--- src/rtl/ar_uid_pkg.sv ---
// ar_uid_pkg: shared state type and lowest-free-entry search for the AR UID allocator.
package ar_uid_pkg;
  localparam int UA_MAX_UIDS = 256;
  typedef enum logic {UA_IDLE, UA_GRANT} ua_state_t;
  function automatic int lowest_free(input logic [UA_MAX_UIDS-1:0] busy);
    lowest_free = 0;
    for (int i = UA_MAX_UIDS - 1; i >= 0; i--) if (!busy[i]) lowest_free = i;
  endfunction
endpackage

--- src/rtl/ar_uid_allocator_prio_enc.sv ---
// uid_prio_enc: lowest-set-bit encoder over the free-entry vector, with any-set flag.
module uid_prio_enc import ar_uid_pkg::*; #(
  parameter int N  = 16,
  parameter int IW = $clog2(N)
) (
  input  logic [N-1:0]  req,
  output logic [IW-1:0] idx,
  output logic          any
);
  logic [UA_MAX_UIDS-1:0] busy_ext;
  always_comb begin
    busy_ext = '1;
    busy_ext[N-1:0] = ~req;
  end
  assign idx = IW'(lowest_free(busy_ext));
  assign any = |req;
endmodule

--- src/rtl/ar_uid_allocator.sv ---
// ar_uid_allocator: hands out UIDs for AR requests, remembers the ARID, frees on RLAST.
// Define AR_UID_PER_ID_LIMIT_EN to cap outstanding UIDs per original ARID at MAX_PER_ID.
module ar_uid_allocator import ar_uid_pkg::*; #(
  parameter int ID_WIDTH   = 4,
  parameter int UID_WIDTH  = 8,
  parameter int NUM_UIDS   = 16,
  parameter int MAX_PER_ID = 4
) (
  input  logic                            clk,
  input  logic                            rst,
  input  logic                            alloc_req,
  input  logic [ID_WIDTH-1:0]             alloc_in_id,
  output logic                            alloc_gnt,
  output logic [UID_WIDTH-1:0]            unique_id,
  input  logic                            rel_valid,
  input  logic [UID_WIDTH-1:0]            rel_uid,
  input  logic [UID_WIDTH-1:0]            lkp_uid,
  output logic [ID_WIDTH-1:0]             lkp_orig_id,
  output logic                            lkp_hit,
  output logic [$clog2(NUM_UIDS+1)-1:0]   free_count,
  output logic                            rel_err
);
  localparam int IW = $clog2(NUM_UIDS);
  localparam int CW = $clog2(NUM_UIDS + 1);
  ua_state_t             state_q, state_d;
  logic [NUM_UIDS-1:0]   busy_q, busy_d;
  logic [ID_WIDTH-1:0]   orig_q [NUM_UIDS];
  logic [ID_WIDTH-1:0]   orig_d [NUM_UIDS];
  logic [IW-1:0]         gidx_q, gidx_d, free_idx, rel_idx, lkp_idx;
  logic                  rel_err_q, rel_err_d, free_any, can_alloc, do_alloc, do_rel;
  assign rel_idx = rel_uid[IW-1:0];
  assign lkp_idx = lkp_uid[IW-1:0];
  uid_prio_enc #(.N(NUM_UIDS), .IW(IW)) u_enc (.req(~busy_q), .idx(free_idx), .any(free_any));
  assign do_alloc = (state_q == UA_IDLE) && alloc_req && can_alloc;
  assign do_rel   = rel_valid && (int'(rel_uid) < NUM_UIDS) && busy_q[rel_idx];
`ifdef AR_UID_PER_ID_LIMIT_EN
  localparam int PW = $clog2(MAX_PER_ID + 1);
  logic [PW-1:0] cnt_q [2**ID_WIDTH];
  logic [PW-1:0] cnt_d [2**ID_WIDTH];
  assign can_alloc = free_any && (cnt_q[alloc_in_id] < PW'(MAX_PER_ID));
  // Same-ID alloc and release in one cycle cancel through sequential update.
  always_comb begin
    cnt_d = cnt_q;
    if (do_alloc) cnt_d[alloc_in_id] = cnt_d[alloc_in_id] + PW'(1);
    if (do_rel) cnt_d[orig_q[rel_idx]] = cnt_d[orig_q[rel_idx]] - PW'(1);
  end
  always_ff @(posedge clk) cnt_q <= rst ? '{default: '0} : cnt_d;
`else
  assign can_alloc = free_any;
`endif
  // Allocation picks from the pre-release vector, so a freed entry waits one cycle.
  always_comb begin
    busy_d = busy_q;
    orig_d = orig_q;
    if (do_rel) busy_d[rel_idx] = 1'b0;
    if (do_alloc) begin
      busy_d[free_idx] = 1'b1;
      orig_d[free_idx] = alloc_in_id;
    end
    gidx_d    = do_alloc ? free_idx : gidx_q;
    state_d   = do_alloc ? UA_GRANT : (state_q == UA_GRANT && !alloc_req) ? UA_IDLE : state_q;
    rel_err_d = rel_err_q | (rel_valid & ~do_rel);
  end
  always_ff @(posedge clk) begin
    if (rst) begin
      state_q   <= UA_IDLE;
      busy_q    <= '0;
      orig_q    <= '{default: '0};
      gidx_q    <= '0;
      rel_err_q <= 1'b0;
    end else begin
      state_q   <= state_d;
      busy_q    <= busy_d;
      orig_q    <= orig_d;
      gidx_q    <= gidx_d;
      rel_err_q <= rel_err_d;
    end
  end
  always_comb begin
    free_count = '0;
    for (int i = 0; i < NUM_UIDS; i++) free_count = free_count + CW'(!busy_q[i]);
  end
  assign alloc_gnt   = state_q == UA_GRANT;
  assign unique_id   = alloc_gnt ? UID_WIDTH'(gidx_q) : '0;
  assign lkp_hit     = (int'(lkp_uid) < NUM_UIDS) && busy_q[lkp_idx];
  assign lkp_orig_id = lkp_hit ? orig_q[lkp_idx] : '0;
  assign rel_err     = rel_err_q;
endmodule
--- config.mk ---
export PLATFORM = sky130hd
export DESIGN_NAME = ar_uid_allocator
export DESIGN_NICKNAME = d
export VERILOG_FILES = /design/src/rtl/ar_uid_pkg.sv /design/src/rtl/ar_uid_allocator_prio_enc.sv /design/src/rtl/ar_uid_allocator.sv
export SDC_FILE = /design/constraint.sdc
export NUM_CORES = 1
export LEC_CHECK = 0
export ABC_AREA = 0
export CAP_MARGIN = 20
export CORE_ASPECT_RATIO = 0.7
export CORE_MARGIN = 5
export CORE_UTILIZATION = 45
export DETAILED_ROUTE_END_ITERATION = 6
export GPL_ROUTABILITY_DRIVEN = 0
export HOLD_SLACK_MARGIN = 0.02
export PLACE_DENSITY = 0.68
export SETUP_SLACK_MARGIN = 0.5
export SYNTH_ARGS = -nofsm -noshare
export SYNTH_HDL_FRONTEND = slang
export SYNTH_SLANG_ARGS = --single-unit
--- constraint.sdc ---
create_clock -name clk -period 5.37 [get_ports clk]
set_clock_uncertainty 0.15 [all_clocks]
set_input_delay 0.537 -clock clk [delete_from_list [all_inputs] [get_ports clk]]
set_output_delay 0.537 -clock clk [all_outputs]
set_load 0.05 [all_outputs]
==> run_results.csv, run 1 <==
group,metric,value,unit
cells_and_area,final_layout_size_suffix_gt1_share,15.6,%
yosys,synth_ff_type,"dfxtp_1",
timing,timing.final.ws_setup,670,ps
place,post-place-cells,618,
cts,clock_latency,340,ps
floorplanning,io_pins,44,
floorplanning,core,10400,sq um
yosys,ys_seq_elements,86,
timing,rsz0062_at_grt,"no",
route,drt_first_pass_iters,5,
floorplanning,design.die.area,12900,sq um
power,irDropWorstVdd,0.141,mV
power,swShare,25.4,%
place,placed_cell_area,5260,sq um
power,leakage,2.11,nW
timing,max_freq,0.213,GHz
cts,cts-root-buf,"clkbuf_16",
cts,h-tree-depth,3,
cells_and_area,n_fill_cell,903,
timing,hold_slack,323,ps
route,dr.first_iter.drc_count,518,
yosys,synth_fa_ha_area_share,5.45,%
cts,cts_tree,"yes",
cts,cts_sinks,86,
yosys,synth_compound_area_share,9.74,%
worst_hold_path,hp-start,"orig_q[44]$_SDFFE_PP0P_",
cts,clk_pin_slew,60,ps
flow_run,cap_violations,0,
timing,relSlewSlack,40.6,%
cells_and_area,fin_nets,536,
place,port-buffer-count,39,
timing,tns,0,ps
power,power.share.clock,41.7,%
global_routing,antenna_found_initial,0,
yosys,synth_xor_area_share,0.364,%
power,power_frac_comb,11.7,%
yosys,synth-simple-area-share,18.5,%
global_routing,grt_max_degree,61,
route,wirelength,12.8,mm
setup_path,r2r-start,"busy_q[1]$_SDFF_PP0_",
yosys,synth_cells,472,
setup_path,critPathCaptureType,"primary output",
cells_and_area,layout_common_cells,"dfxtp_1, mux2i_1, nor2_1",
route,vias,3839,
power,power_density,252,nW/um^2
power,p_seq_share,46.6,%
yosys,synth_top_family_by_area,"multiplexers",
setup_path,cp_data_required_time,4680,ps
timing,min_period,4700,ps
yosys,synth_edf_count,0,
yosys,synthDistinctLibCells,52,
timing,finalMaxSlewViolations,0,
floorplanning,die_h,96.6,um
global_routing,grt_pass1_wl,20.5,mm
place,hpwlAfterDp,9.27,mm
cells_and_area,diodes,0,
worst_hold_path,hp-class,"flop to flop",
timing,worstMarginPinSlew,883,ps
status,status,"finished, final reports clean",
cells_and_area,seq_area,1730,sq um
yosys,async_reset_ff_share,0,%
yosys,syn_avg_cell_area,10.2,sq um
global_routing,grt_pass1_vias,3684,
setup_path,worstPathMaxFanout,7,
cells_and_area,final_cell_area,5530,sq um
yosys,syn-cell-area,4820,sq um
cts,cts_buffers,9,
route,viasPerCell,6.06,
cells_and_area,area_growth,14.8,%
timing,period_share,87.5,%
cells_and_area,layoutNonFillerInstCount,633,
route,wl_per_cell,20.2,um
power,p_int,1.04,mW
yosys,synthMuxAreaShare,24.6,%
setup_path,arrival,4010,ps
yosys,seq_area_frac_synth,35.7,%
timing,hold_violations,0,
cts,cts_max_path_buffers,2,
timing,final-setup-viol-count,0,
floorplanning,num_rows,31,
floorplanning,die_w,134,um
power,power.net_switching,0.354,mW
route,drtAntennaViolNets,0,
yosys,yosysWarnings,0,
cells_and_area,multi_input_area,2840,sq um
setup_path,critPathLaunch,"busy_q[8]$_SDFF_PP0_",
power,finalPower,1.39,mW
global_routing,grtUsageTotal,20.7,%
cells_and_area,final_common_cell,"dfxtp_1",
cells_and_area,final_util,53.2,%
floorplanning,start_util,46.4,%
global_routing,overflow,0,
route,drc,0,
setup_path,crit_type,"flop to primary output",
place,place_ws,429,ps
setup_path,startpoint_type,"flop",
[registers in the layout, summed over array words and instances, names as in the netlist]
signal / cells
orig_q: 64
alloc_gnt: 1
busy_q: 16
gidx_q: 4
rel_err: 1
[kinds of logic (layout without fill, tap and decap cells)]
group                      Yosys count  after routing
and+or+nand+nor                    153            153
DFF                                 86             86
muxes                               82             82
AOI/OAI and AO/OA                   70             70
buffers and inverters               63             89
adders and majority gates           15             15
xor gates and xnor gates             2              2
other                                1              4
[what timing repair did]
action / CTS / global route
gates resized for setup: 5 / 12
hold buffers: 0 / 0
buffers inserted: 0 / 0
setup endpoints to repair: 3 / 4
[synth_stat cells (2+ instances only)]
master     n  area [sq um]
buf_4      6          45.0
o21ai_0   17          85.1
nor2_1    40           150
mux2i_1   53           531
nor2b_1    2          12.5
and2_1     5          31.3
and3_1     5          31.3
nand2b_1  31           194
a21oi_1   26           130
nand2_1   21          78.8
clkbuf_1  21          78.8
nor4_4     2          42.5
mux4_2    29           653
or3_1      2          12.5
nand3_2    8          80.1
xnor2_1    2          17.5
buf_2      6          30.0
dfxtp_1   86          1720
nor3_1     3          15.0
inv_1     29           109
o41ai_1    9          78.8
nand3b_1   9          67.6
ha_1       5          62.6
and4_1     3          26.3
nor3_2     3          30.0
nand3_1    7          35.0
nor4_1     3          18.8
nand4_1    4          25.0
a211oi_1   3          22.5
fa_1      10           200
[worst paths after layout]
kind | to | slack (ps) | cells past startpoint
setup / recovery | free_count[4] | 670 | 11
hold / removal | orig_q[44]$_SDFFE_PP0P_ | 320 | 2
setup reg to reg | orig_q[4]$_SDFFE_PP0P_ | 2720 | 6
hold reg to reg | orig_q[44]$_SDFFE_PP0P_ | 320 | 2
[worst max-delay path, stage by stage, from the launching register on]
cell	delay (ps)
dfxtp_1	470
inv_1	100
fa_1	560
fa_1	430
fa_1	460
fa_1	490
ha_1	170
inv_1	60
fa_1	400
nor2b_1	140
o21a_1	120
clkbuf_2	270
[layer usage]
layer  part of all wire, %  GRT usage (%)  vias up  routed length (um)
met1                    45           29.3     1881                5740
met5                     0              0        -                   0
met2                    42           29.9      206                5400
met4                   1.3           5.48        0                 161
met3                    11           7.76       20                1470
li1                      -              -     1732                   -
[area by class of cell]
cell class              count  share of cell area [%]
inverters                  29                    1.97
multi-input cells         326                    51.3
flip-flops and latches     86                    31.3
repair buffers             45                    7.46
clock buffers              12                    4.64
well taps                 132                    2.99
clock inverters             3                   0.362
[power groups by stage]
stage	logic (mW)	registers (mW)	clock network [mW]
2_1_floorplan	0.112	0.665	0
3_3_place_gp	0.163	0.663	0
3_5_place_dp	0.165	0.664	0
4_1_cts	0.164	0.650	0.592
5_1_grt	0.173	0.650	0.621
6_report	0.163	0.649	0.581
Note: power is estimated with default switching activity, not from simulation.
==> run 2: changes to the inputs <==
--- a/config.mk
+++ b/config.mk
@@ -6,6 +6,7 @@
 export NUM_CORES = 1
 export LEC_CHECK = 0
 export ABC_AREA = 0
+export ABC_CLOCK_PERIOD_IN_PS = 5370
 export CAP_MARGIN = 20
 export CORE_ASPECT_RATIO = 0.7
 export CORE_MARGIN = 5
@@ -15,6 +16,7 @@
 export HOLD_SLACK_MARGIN = 0.02
 export PLACE_DENSITY = 0.68
 export SETUP_SLACK_MARGIN = 0.5
+export SKIP_CTS_REPAIR_TIMING = 1
 export SYNTH_ARGS = -nofsm -noshare
 export SYNTH_HDL_FRONTEND = slang
 export SYNTH_SLANG_ARGS = --single-unit
==> run 2 against run 1 <==
Sequential cell count stayed put; worst hold slack improved by 2.7 ps; die area unchanged; maximum frequency decreased by 0.13%; clock-buffer cell count is the same; combinational power about the same; non-clock buffer count stayed put; utilization rose by 0.072 points; sequential power hardly changed; cell count did not move; critical endpoint unchanged; largest power group unchanged.
==> run_results.csv, run 2 (synthesized netlist as in run 1, its figures left out) <==
group,metric,value,unit
cells_and_area,reg_top3,"orig_q: 64 flops, busy_q: 16 flops, gidx_q: 4 flops",
setup_path,crit_type,"flop to primary output",
place,post-place-cells,618,
route,wl_per_cell,20.2,um
cells_and_area,n_fill_cell,903,
timing,rsz0062_at_grt,"no",
timing,tns,0,ps
power,power_frac_comb,11.8,%
timing,final-setup-viol-count,0,
setup_path,critPathLaunch,"busy_q[8]$_SDFF_PP0_",
worst_hold_path,hp-start,"orig_q[61]$_SDFFE_PP0P_",
floorplanning,io_pins,44,
global_routing,grtUsageTotal,20.7,%
cts,cts_buffers,9,
cells_and_area,final_layout_size_suffix_gt1_share,15.4,%
global_routing,antenna_found_initial,0,
floorplanning,die_h,96.6,um
route,drtAntennaViolNets,0,
setup_path,critPathCaptureType,"primary output",
floorplanning,num_rows,31,
global_routing,grt_pass1_wl,20.5,mm
cells_and_area,fin_nets,536,
cells_and_area,final_common_cell,"dfxtp_1",
power,p_int,1.04,mW
setup_path,startpoint_type,"flop",
cells_and_area,diodes,0,
setup_path,worstPathMaxFanout,7,
timing,worstMarginPinSlew,904,ps
worst_hold_path,hp-class,"flop to flop",
place,place_ws,429,ps
timing,hold_slack,325,ps
power,power_density,252,nW/um^2
route,viasPerCell,6.00,
timing,max_freq,0.212,GHz
timing,timing.final.ws_setup,664,ps
cells_and_area,layoutNonFillerInstCount,633,
floorplanning,design.die.area,12900,sq um
cts,cts-root-buf,"clkbuf_16",
floorplanning,start_util,46.4,%
cts,cts_tree,"yes",
place,placed_cell_area,5260,sq um
timing,period_share,87.6,%
cts,clk_pin_slew,60,ps
cells_and_area,area_growth,15.0,%
floorplanning,die_w,134,um
timing,relSlewSlack,39.2,%
route,drt_first_pass_iters,5,
power,p_seq_share,46.6,%
cells_and_area,final_cell_area,5540,sq um
power,power.share.clock,41.6,%
status,status,"finished, final reports clean",
setup_path,r2r-start,"busy_q[1]$_SDFF_PP0_",
power,leakage,2.12,nW
global_routing,grt_pass1_vias,3684,
timing,min_period,4710,ps
power,power.net_switching,0.354,mW
cts,h-tree-depth,3,
route,vias,3801,
power,swShare,25.4,%
cells_and_area,layout_common_cells,"dfxtp_1, mux2i_1, nor2_1",
floorplanning,core,10400,sq um
global_routing,grt_max_degree,61,
place,port-buffer-count,39,
setup_path,cp_data_required_time,4680,ps
setup_path,arrival,4020,ps
place,hpwlAfterDp,9.27,mm
timing,hold_violations,0,
power,finalPower,1.39,mW
power,irDropWorstVdd,0.141,mV
cts,clock_latency,340,ps
cells_and_area,largest_reg_flops,64,
timing,finalMaxSlewViolations,0,
cts,cts_sinks,86,
route,drc,0,
cells_and_area,final_util,53.3,%
global_routing,overflow,0,
flow_run,cap_violations,0,
cells_and_area,top_register,"orig_q",
cts,cts_max_path_buffers,2,
route,dr.first_iter.drc_count,543,
route,wirelength,12.8,mm
[run 2: area by class of cell]
class | count | area (sq um) | share of cell area, %
Timing Repair Buffer | 45 | 420 | 7.59
Clock inverter | 3 | 20.0 | 0.361
Tap cell | 132 | 165 | 2.98
Multi-Input combinational cell | 326 | 2840 | 51.3
Sequential cell | 86 | 1730 | 31.2
Clock buffer | 12 | 256 | 4.63
Inverter | 29 | 109 | 1.96
[run 2: critical path, cell delays in order, from the launching register on]
cell,delay (ps)
dfxtp_1,470
inv_1,100
fa_1,570
fa_1,430
fa_1,460
fa_1,500
ha_1,170
inv_1,60
fa_1,400
nor2b_1,140
o21a_1,130
clkbuf_2,270
[run 2: power by group through the flow]
| stage | logic [mW] | clock network (mW) | registers (mW) |
|---|---|---|---|
| CTS | 0.166 | 0.592 | 0.650 |
| finish | 0.164 | 0.580 | 0.650 |
| global route | 0.174 | 0.621 | 0.650 |
| floorplan | 0.112 | 0 | 0.665 |
| global placement | 0.163 | 0 | 0.663 |
| detailed placement | 0.165 | 0 | 0.664 |
[run 2: path summary, 6_finish.rpt]
check                                 end  slack [ps]  cells past startpoint
hold / removal    orig_q[61]$_SDFFE_PP0P_         330                      2
setup / recovery            free_count[4]         660                     11
setup reg to reg   orig_q[4]$_SDFFE_PP0P_        2740                      6
hold reg to reg   orig_q[61]$_SDFFE_PP0P_         330                      2
[run 2: layer usage]
| metal | vias to the layer above | share of wire (%) | global-route usage, % | wire [um] |
|---|---|---|---|---|
| met5 | - | 0 | 0 | 0 |
| met4 | 0 | 1.3 | 5.48 | 161 |
| met3 | 20 | 11 | 7.76 | 1380 |
| met2 | 186 | 42 | 29.9 | 5350 |
| met1 | 1860 | 46 | 29.3 | 5900 |
| li1 | 1735 | - | - | - |
